[config.mk]
export PLATFORM = sky130hd
export DESIGN_NAME = ho_key_seq_unlock
export DESIGN_NICKNAME = d
export VERILOG_FILES = /design/src/rtl/ho_key_seq_unlock.sv
export SDC_FILE = /design/constraint.sdc
export NUM_CORES = 1
export LEC_CHECK = 0
export CAP_MARGIN = 20
export CORE_AREA = 3 3 179 181
export CTS_BUF_LIST = sky130_fd_sc_hd__clkbuf_8 sky130_fd_sc_hd__clkbuf_16
export CTS_CLUSTER_SIZE = 14
export DETAILED_ROUTE_END_ITERATION = 7
export DIE_AREA = 0 0 182 184
export GPL_ROUTABILITY_DRIVEN = 0
export PLACE_DENSITY = 0.77
export SYNTH_ARGS = -nofsm -noshare
export SYNTH_HDL_FRONTEND = slang
export SYNTH_SLANG_ARGS = --single-unit
[constraint.sdc]
create_clock -name CLK -period 3.9 [get_ports CLK]
set_clock_uncertainty 0.2 [all_clocks]
set_input_delay 0.78 -clock CLK [delete_from_list [all_inputs] [get_ports CLK]]
set_output_delay 0.78 -clock CLK [all_outputs]
set_load 0.005 [all_outputs]
[src/rtl/ho_key_seq_unlock.sv]
// ho_key_seq_unlock
//
// Multi-key user unlock sequencer sitting between the user key interface and the
// obfuscated AES datapath enable.
//
// Each accepted request latches Key together with Ukey_seed ^ User_IV. That value seeds
// a SEED_W-bit Fibonacci LFSR; an all-zero seed is replaced by 1 so the LFSR cannot lock
// up. The LFSR is clocked WARMUP times with its output thrown away, then KEY_W more
// times. Those KEY_W output bits are captured MSB first as the keystream ks. The masked
// key (Key ^ ks) must equal exp_keys slot seq_idx.
//
// NUM_KEYS matches in a row unlock the design until reseed or RST. MAX_FAIL mismatches
// in a row lock it out until reseed or RST. reseed relocks, clears the counters and
// aborts any check in flight.
//
// Optional feature, enabled by defining HO_SEQ_TIMEOUT_EN:
//   While the FSM waits in IDLE partway through a sequence (seq_idx != 0), a counter
//   runs. After TIMEOUT cycles without a request, seq_idx rewinds to 0.
//
// Ports:
//   CLK            clock
//   RST            synchronous active-high reset
//   Key_ready_user key request strobe (only honoured in IDLE, and only when reseed=0)
//   Key            user key
//   Ukey_seed      per-key seed
//   User_IV        per-key IV
//   exp_keys       expected masked keys; slot i at [i*KEY_W +: KEY_W]
//   reseed         relock, clear failures and lockout, abort any check in flight
//   busy           check in progress (LOAD, WARM, GEN, CHECK)
//   done           one-cycle pulse per completed check
//   pass           result of the last check; held until the next check or reseed
//   unlock         full sequence matched
//   locked_out     lockout active
//   seq_idx        index of the next expected key
//   fail_cnt       consecutive failure count (saturates at MAX_FAIL)

module ho_key_seq_unlock #(
    parameter int unsigned       KEY_W    = 64,
    parameter int unsigned       SEED_W   = 80,
    parameter int unsigned       NUM_KEYS = 2,
    parameter int unsigned       MAX_FAIL = 3,
    parameter int unsigned       WARMUP   = 160,
    parameter logic [SEED_W-1:0] POLY     = 80'hC000_0000_0600_0000_0000,
    parameter int unsigned       TIMEOUT  = 1024
) (
    input  logic                      CLK,
    input  logic                      RST,
    input  logic                      Key_ready_user,
    input  logic [KEY_W-1:0]          Key,
    input  logic [SEED_W-1:0]         Ukey_seed,
    input  logic [SEED_W-1:0]         User_IV,
    input  logic [NUM_KEYS*KEY_W-1:0] exp_keys,
    input  logic                      reseed,
    output logic                      busy,
    output logic                      done,
    output logic                      pass,
    output logic                      unlock,
    output logic                      locked_out,
    output logic [2:0]                seq_idx,
    output logic [3:0]                fail_cnt
);

    typedef enum logic [2:0] {
        StIdle,
        StLoad,
        StWarm,
        StGen,
        StCheck,
        StUnlocked,
        StLockout
    } state_e;

    // One counter is shared by the WARM and GEN phases, so it is sized for the longer one.
    localparam int unsigned CNT_MAX = (WARMUP > KEY_W) ? WARMUP : KEY_W;
    localparam int unsigned CNT_W   = $clog2(CNT_MAX + 1);

    localparam logic [CNT_W-1:0]  WARM_LAST  = CNT_W'(WARMUP - 1);
    localparam logic [CNT_W-1:0]  GEN_LAST   = CNT_W'(KEY_W - 1);
    localparam logic [2:0]        LAST_IDX   = 3'(NUM_KEYS - 1);
    localparam logic [3:0]        MAX_FAIL_C = 4'(MAX_FAIL);
    localparam logic [SEED_W-1:0] SEED_ONE   = SEED_W'(1);

    state_e             state_q, state_d;
    logic [KEY_W-1:0]   key_q, key_d;
    logic [SEED_W-1:0]  mix_q, mix_d;      // latched Ukey_seed ^ User_IV
    logic [SEED_W-1:0]  lfsr_q, lfsr_d;
    logic [KEY_W-1:0]   ks_q, ks_d;
    logic [CNT_W-1:0]   cnt_q, cnt_d;
    logic               done_q, done_d;
    logic               pass_q, pass_d;
    logic               unlock_q, unlock_d;
    logic               locked_q, locked_d;
    logic [2:0]         seq_q, seq_d;
    logic [3:0]         fail_q, fail_d;

    logic [SEED_W-1:0]  lfsr_step;
    logic [KEY_W-1:0]   exp_slot;
    logic               match;
    logic [3:0]         fail_inc;

`ifdef HO_SEQ_TIMEOUT_EN
    localparam int unsigned    TMO_W    = $clog2(TIMEOUT + 1);
    localparam logic [TMO_W-1:0] TMO_LAST = TMO_W'(TIMEOUT - 1);

    logic [TMO_W-1:0] tmo_q, tmo_d;
`endif

    // Fibonacci step: shift left and feed the parity of the tapped bits into the LSB.
    // The output bit is lfsr_q[SEED_W-1], taken before the shift.
    assign lfsr_step = {lfsr_q[SEED_W-2:0], ^(lfsr_q & POLY)};

    always_comb begin
        exp_slot = '0;
        for (int unsigned i = 0; i < NUM_KEYS; i++) begin
            if (seq_q == 3'(i)) begin
                exp_slot = exp_keys[i*KEY_W +: KEY_W];
            end
        end
    end

    assign match    = ((key_q ^ ks_q) == exp_slot);
    assign fail_inc = (fail_q >= MAX_FAIL_C) ? MAX_FAIL_C : fail_q + 4'd1;

    always_comb begin
        state_d  = state_q;
        key_d    = key_q;
        mix_d    = mix_q;
        lfsr_d   = lfsr_q;
        ks_d     = ks_q;
        cnt_d    = cnt_q;
        done_d   = 1'b0;
        pass_d   = pass_q;
        unlock_d = unlock_q;
        locked_d = locked_q;
        seq_d    = seq_q;
        fail_d   = fail_q;
`ifdef HO_SEQ_TIMEOUT_EN
        tmo_d    = '0;
`endif

        if (reseed) begin
            // Takes priority over everything, including a request in the same cycle.
            state_d  = StIdle;
            pass_d   = 1'b0;
            unlock_d = 1'b0;
            locked_d = 1'b0;
            seq_d    = '0;
            fail_d   = '0;
        end else begin
            unique case (state_q)
                StIdle: begin
                    if (Key_ready_user) begin
                        key_d   = Key;
                        mix_d   = Ukey_seed ^ User_IV;
                        state_d = StLoad;
                    end
`ifdef HO_SEQ_TIMEOUT_EN
                    else if (seq_q != '0) begin
                        if (tmo_q == TMO_LAST) begin
                            seq_d = '0;
                        end else begin
                            tmo_d = tmo_q + 1'b1;
                        end
                    end
`endif
                end
                StLoad: begin
                    lfsr_d  = (mix_q == '0) ? SEED_ONE : mix_q;
                    cnt_d   = '0;
                    state_d = (WARMUP == 0) ? StGen : StWarm;
                end
                StWarm: begin
                    lfsr_d = lfsr_step;
                    if (cnt_q == WARM_LAST) begin
                        cnt_d   = '0;
                        state_d = StGen;
                    end else begin
                        cnt_d = cnt_q + 1'b1;
                    end
                end
                StGen: begin
                    lfsr_d = lfsr_step;
                    ks_d   = {ks_q[KEY_W-2:0], lfsr_q[SEED_W-1]};
                    if (cnt_q == GEN_LAST) begin
                        cnt_d   = '0;
                        state_d = StCheck;
                    end else begin
                        cnt_d = cnt_q + 1'b1;
                    end
                end
                StCheck: begin
                    done_d = 1'b1;
                    pass_d = match;
                    if (match) begin
                        fail_d = '0;
                        if (seq_q == LAST_IDX) begin
                            seq_d    = '0;
                            unlock_d = 1'b1;
                            state_d  = StUnlocked;
                        end else begin
                            seq_d   = seq_q + 3'd1;
                            state_d = StIdle;
                        end
                    end else begin
                        seq_d  = '0;
                        fail_d = fail_inc;
                        if (fail_inc == MAX_FAIL_C) begin
                            locked_d = 1'b1;
                            state_d  = StLockout;
                        end else begin
                            state_d = StIdle;
                        end
                    end
                end
                // Requests are ignored here; only reseed or RST leaves these states.
                StUnlocked, StLockout: begin
                end
                default: state_d = StIdle;
            endcase
        end
    end

    always_ff @(posedge CLK) begin
        if (RST) begin
            state_q  <= StIdle;
            key_q    <= '0;
            mix_q    <= '0;
            lfsr_q   <= '0;
            ks_q     <= '0;
            cnt_q    <= '0;
            done_q   <= 1'b0;
            pass_q   <= 1'b0;
            unlock_q <= 1'b0;
            locked_q <= 1'b0;
            seq_q    <= '0;
            fail_q   <= '0;
        end else begin
            state_q  <= state_d;
            key_q    <= key_d;
            mix_q    <= mix_d;
            lfsr_q   <= lfsr_d;
            ks_q     <= ks_d;
            cnt_q    <= cnt_d;
            done_q   <= done_d;
            pass_q   <= pass_d;
            unlock_q <= unlock_d;
            locked_q <= locked_d;
            seq_q    <= seq_d;
            fail_q   <= fail_d;
        end
    end

`ifdef HO_SEQ_TIMEOUT_EN
    always_ff @(posedge CLK) begin
        if (RST) begin
            tmo_q <= '0;
        end else begin
            tmo_q <= tmo_d;
        end
    end
`endif

    assign busy       = (state_q == StLoad) || (state_q == StWarm) ||
                        (state_q == StGen)  || (state_q == StCheck);
    assign done       = done_q;
    assign pass       = pass_q;
    assign unlock     = unlock_q;
    assign locked_out = locked_q;
    assign seq_idx    = seq_q;
    assign fail_cnt   = fail_q;

endmodule

==> results of run 1 <==
[power by group through the flow]
| stage | Clock [mW] | Combinational (mW) | Sequential [mW] |
|---|---|---|---|
| 6_report | 3.30 | 1.13 | 3.42 |
| 5_1_grt | 3.50 | 1.24 | 3.44 |
| 4_1_cts | 3.36 | 1.14 | 3.42 |
| 3_5_place_dp | 0 | 1.13 | 3.49 |
| 3_3_place_gp | 0 | 1.11 | 3.49 |
| 2_1_floorplan | 0 | 0.593 | 3.46 |
[worst min-delay path: stages (launching register included)]
cell and delay, ps:
dfxtp_1 310, nand2_1 50, a21oi_1 50
[synth_stat cells (all sizes together), types with 2 or more instances]
cell type	n	area [um2]
nor3	32	160
nand4bb	8	90.1
clkbuf	100	375
inv	3	11.3
nor4	37	244
or3	9	56.3
nand2	291	1090
xnor2	124	1090
a211oi	165	1240
nor2	180	676
o22ai	10	62.6
o32ai	22	193
o21ai	7	35.0
xor2	69	604
mux2i	136	1460
a21oi	166	831
dfxtp	310	6210
nand2b	7	43.8
nand4	7	50.1
nand3	14	70.1
nor4b	20	188
or2	3	18.8
nand3b	10	75.1
ha	2	25.0
a31oi	4	25.0
buf	25	183
mux2	6	67.6
and3	3	18.8
[metal layers]
layer | up-vias | track usage | part of all wire
met2 | 548 | 0.436 | 0.47
met5 | - | 0 | 0.00095
li1 | 6950 | - | -
met1 | 6490 | 0.319 | 0.41
met3 | 80 | 0.0505 | 0.079
met4 | 6 | 0.0945 | 0.035
[sequential cells by signal, summed over array words and instances, names as in the netlist]
signal and cells:
fail_cnt 4, cnt_q 8, unlock 1, mix_q 80, state_q 3, done 1
pass 1, seq_idx 3, lfsr_q 80, key_q 64, ks_q 64, locked_out 1
[final cells by class]
| class | instances | share of cell area |
|---|---|---|
| Timing Repair Buffer | 403 | 0.197 |
| Clock buffer | 38 | 0.0442 |
| Tap cell | 396 | 0.0242 |
| Clock inverter | 21 | 0.0123 |
| Sequential cell | 310 | 0.303 |
| Antenna cell | 3 | 0.000367 |
| Multi-Input combinational cell | 1347 | 0.418 |
| Inverter | 3 | 0.000550 |
[kinds of logic (layout without fill, tap and decap cells)]
logic type               Yosys count  after routing  synth area share
adder cells (fa/ha/maj)            2              2           0.00163
XOR/XNOR                         193            193             0.110
AO/OA/AOI/OAI                    382            382             0.160
flip-flops                       310            310             0.405
AND/OR/NAND/NOR                  628            628             0.186
other                              0              3                 0
multiplexers                     142            142            0.0995
buffers and inverters            128            465            0.0372
[final timing paths]
kind / from / endpoint / slack (ps) / depth (start not counted)
worst max-delay path: seq_idx[0] / state_q[2] / 310 / 10
worst min-delay path: key_q[16] / key_q[16] / 260 / 2
worst max register to register: seq_idx[0] / state_q[2] / 310 / 10
worst min register to register: key_q[16] / key_q[16] / 260 / 2
==> results.toml, run 1 <==
[routing]
drtIter0Drc = 889
via_per_inst = 5.58
remaining_drc_errors = 0
wire_per_inst_um = 17.5
wirelength_um = 44100
vias = 14074
antenna_left = 0
drtPass1Iterations = 6

[clocking]
clk_latency_ps = 510
cts.path.max_buffers = 3
cts_hold_buf = 0
cts_root_buffer = "clkbuf_16"
clkSinkCount = 310
cts.clk_slew.worst_paths_ps = 60
cts_resized = 0
cts_tree = "done"
h-tree-depth = 2
cts_buffers = 34
postCtsSetupBuffers = 0

[min_path]
min_path_type = "register to register"

[critical_path]
crit_chain = "buf_4 > mux2i_1 > nand2_1 > nor4_1 > o32ai_1 > nor4_2 > nand4_2 > buf_4 > or3_1 > a31oi_1"
required_ps = 4130
cp_num_buf_inv = 2
critical_path.top_delay_family = "simple AND/OR/NAND/NOR gates"
crit_fanout = 30
critPathLaunchType = "register"
critPathSlowestCell = "dfxtp_4"
slowest_delay_ps = 680
worstSetupPathType = "register to register"
cp_data_arrival_time_ps = 3820
endpoint_kind = "register"
crit_top_cell = "buf_4"

[sta]
finalSetupTns_ps = 0
setup_viol = 0
fmaxAchievable_ghz = 0.279
rsz0062_at_grt = "false"
worst_slack_ps = 311
max-slew-margin-rel = 0.421
hold_violations = 0
period_minus_slack_ps = 3590
worst_pin_slew_ps = 868
fin_crit_sh = 0.920
timing.hold.ws_ps = 264
final_max_slew_viol_count = 0

[yosys]
syn-instance-count = 1785
netlist_area_mm2 = 0.0153
synth_edf_count = 0
async_reset_ff_frac = 0
syn-num-nets = 2143
avgSynthCellArea_um2 = 8.57
ys.warnings.count = 0
yosysSeqAreaShare = 0.405
synthDistinctLibCells = 55
ys_ff_latch = 310
synth_flop_cell = "dfxtp_1"

[global_route]
grt_pass1_wl_um = 70100
grt_util_all_layers = 0.255
antenna_found_initial = 6
gr-total-overflow = 0
grt_pass1_vias = 13696
grt_max_degree = 152

[power_and_ir_drop]
combPwrFrac = 0.144
switchingPower_mw = 1.91
power_density_mw_per_mm2 = 384
vdd_ir_drop_max_mv = 0.300
switching_share = 0.243
total_power_mw = 7.86
p_int_mw = 5.95
clkPwrFrac = 0.420
power.share.sequential = 0.436
power.leakage_nw = 7.50

[run]
maxCapViolCount = 0

[die]
die_h_um = 184
rows = 64
die-width_um = 182
io_pins = 368
core_area_mm2 = 0.0306
dieArea_mm2 = 0.0335
start_util = 0.500

[layout]
final_cell_mix = "366 x clkdlybuf4s50_1, 309 x dfxtp_1, 290 x nand2_1"
final_cells = 2521
area_delta_synth_final_pct = 33.8
nNetsFinal = 2457
final_area_mm2 = 0.0205
utilization = 0.670
final_common_cell = "clkdlybuf4s50_1"
multi_input_area_mm2 = 0.00856
final.fill_count = 2544
layout-drive-gt1-share = 0.0594
ff_latch_area_mm2 = 0.00621

[placement]
dp.cells = 2459
dp_slack_ps = 73.0
port_buffers = 367
place_area_mm2 = 0.0193
hpwl_um = 32600

[status]
status = "completed"
No activity file was read; power rests on OpenSTA's default activity.
==> run 2, diff against run 1 <==
Settings changed: CELL_PAD_IN_SITES_DETAIL_PLACEMENT set to 1, CELL_PAD_IN_SITES_GLOBAL_PLACEMENT set to 1, CORE_AREA 3 3 179 181 to 3 3 208 210, DIE_AREA 0 0 182 184 to 0 0 211 213, SKIP_LAST_GASP set to 1.
==> run 2 against run 1 <==
Die area grew 34%. Register-to-register slack about the same. Total power up 3.9%. Cell count up 5.8%. Hold slack improved by 1.1 ps.
==> results.toml, run 2 (synthesis gave the netlist of run 1 again) <==
[sta]
final_max_slew_viol_count = 0
fmaxAchievable_ghz = 0.279
finalSetupTns_ps = 0
hold_violations = 0
max-slew-margin-rel = 0.386
rsz0062_at_grt = "false"
period_minus_slack_ps = 3580
worst_pin_slew_ps = 921
setup_viol = 0
fin_crit_sh = 0.919

[layout]
final_cells = 2667
reg_top3 = "lfsr_q x80, mix_q x80"
final_area_mm2 = 0.0208
nNetsFinal = 2455
area_delta_synth_final_pct = 35.6
utilization = 0.497
layout-drive-gt1-share = 0.0612
final_common_cell = "clkdlybuf4s50_1"
final_cell_mix = "366 x clkdlybuf4s50_1, 309 x dfxtp_1, 290 x nand2_1"

[critical_path]
r2r_cells = 10
critPathLaunchType = "register"
worstSetupPathType = "register to register"
required_ps = 4120
cp_data_arrival_time_ps = 3800
crit_fanout = 20
endpoint_kind = "register"

[clocking]
cts_buffers = 37
h-tree-depth = 2
cts_tree = "done"
cts_root_buffer = "clkbuf_16"
clk_latency_ps = 510
clkSinkCount = 310
cts.path.max_buffers = 3
cts.clk_slew.worst_paths_ps = 60
cts_hold_buf = 0

[routing]
drtIter0Drc = 502
remaining_drc_errors = 0
wirelength_um = 50100
antenna_left = 0
drtPass1Iterations = 4
vias = 14092
via_per_inst = 5.28
wire_per_inst_um = 18.8

[global_route]
grt_max_degree = 158
grt_pass1_vias = 14879
grt_util_all_layers = 0.214
antenna_found_initial = 5
gr-total-overflow = 0
grt_pass1_wl_um = 78000

[placement]
place_area_mm2 = 0.0194
dp.cells = 2596
hpwl_um = 37000
port_buffers = 367

[die]
rows = 75
die_h_um = 213
core_area_mm2 = 0.0418
start_util = 0.367
die-width_um = 211
dieArea_mm2 = 0.0449
io_pins = 368

[power_and_ir_drop]
power_density_mw_per_mm2 = 393
vdd_ir_drop_max_mv = 0.324
power.leakage_nw = 7.55

[status]
status = "completed"

[run]
maxCapViolCount = 0

[min_path]
min_path_type = "register to register"
hold-path-cell-count = 2
run 2: changes by cell type in the layout (fill, tap and decap cells not counted), moves of 2 or more:
cell | previous run | this run
buf_8 | 0 | 2
clkinvlp_4 | 2 | 0
clkinv_2 | 4 | 6
buf_4 | 29 | 24
clkbuf_16 | 34 | 37
clkbuf_8 | 5 | 10
run 2: critical path: stages (launching register included):
cell	delay, ps
dfxtp_4	550
buf_12	250
mux2i_1	360
xnor2_1	120
nor4b_1	290
o32ai_1	190
nor4_2	470
nand4_2	310
buf_4	230
or2_2	300
o31ai_1	190
run 2: worst paths after layout:
kind,startpoint,end,slack (ps)
max,seq_idx[0],seq_idx[0],320
min,unlock,unlock,270
max reg2reg,seq_idx[0],seq_idx[0],320
min reg2reg,unlock,unlock,270
run 2: metal layers:
| metal | GRT usage | part of all wire | up-vias |
|---|---|---|---|
| met4 | 0.0808 | 0.033 | 6 |
| li1 | - | - | 6938 |
| met5 | 0 | 0.00090 | - |
| met1 | 0.258 | 0.42 | 6696 |
| met2 | 0.381 | 0.49 | 369 |
| met3 | 0.0413 | 0.056 | 83 |
run 2: area by class of cell:
type                       instances  area, um2
inverter                           3       11.3
fill                            4812      21000
sequential                       310       6210
clock inverter                    20        223
multi-input combinational       1347       8570
clock buffer                      47       1060
timing repair buffer             398       3990
antenna                            3       7.51
tap                              539        674
run 2: timing repair:
| item | CTS | global route |
|---|---|---|
| setup buffers | 0 | 1 |
| gates resized for setup | 0 | 2 |
| endpoints found under the setup margin | 0 | 5 |
| hold endpoints to repair | 0 | 0 |
run 2: report_power, final:
group	total [mW]	internal [mW]	leakage (nW)	switching, mW
Sequential	3.43	3.31	2.53	0.115
Clock	3.58	2.20	0.663	1.38
Combinational	1.16	0.627	4.36	0.528
Total	8.16	6.14	7.55	2.02
run 2: metrics by stage:
stage	total power, mW	hold slack (ps)	worst slack [ps]
after floorplan	4.05	242	855
after global placement	4.61	254	-66.9
after detailed placement	4.66	262	-93.5
after CTS	8.27	270	131
after global routing	8.54	283	22.0
final	8.16	265	316
==> run 3, diff against run 2 <==
Settings changed: CELL_PAD_IN_SITES_DETAIL_PLACEMENT 1 to unset, CELL_PAD_IN_SITES_GLOBAL_PLACEMENT 1 to unset, CORE_AREA 3 3 208 210 to 3 3 179 181, DIE_AREA 0 0 211 213 to 0 0 182 184, SLEW_MARGIN set to 20.
==> results of run 3 <==
Same layout as run 1: the final DEF is identical, and so are final timing and power.
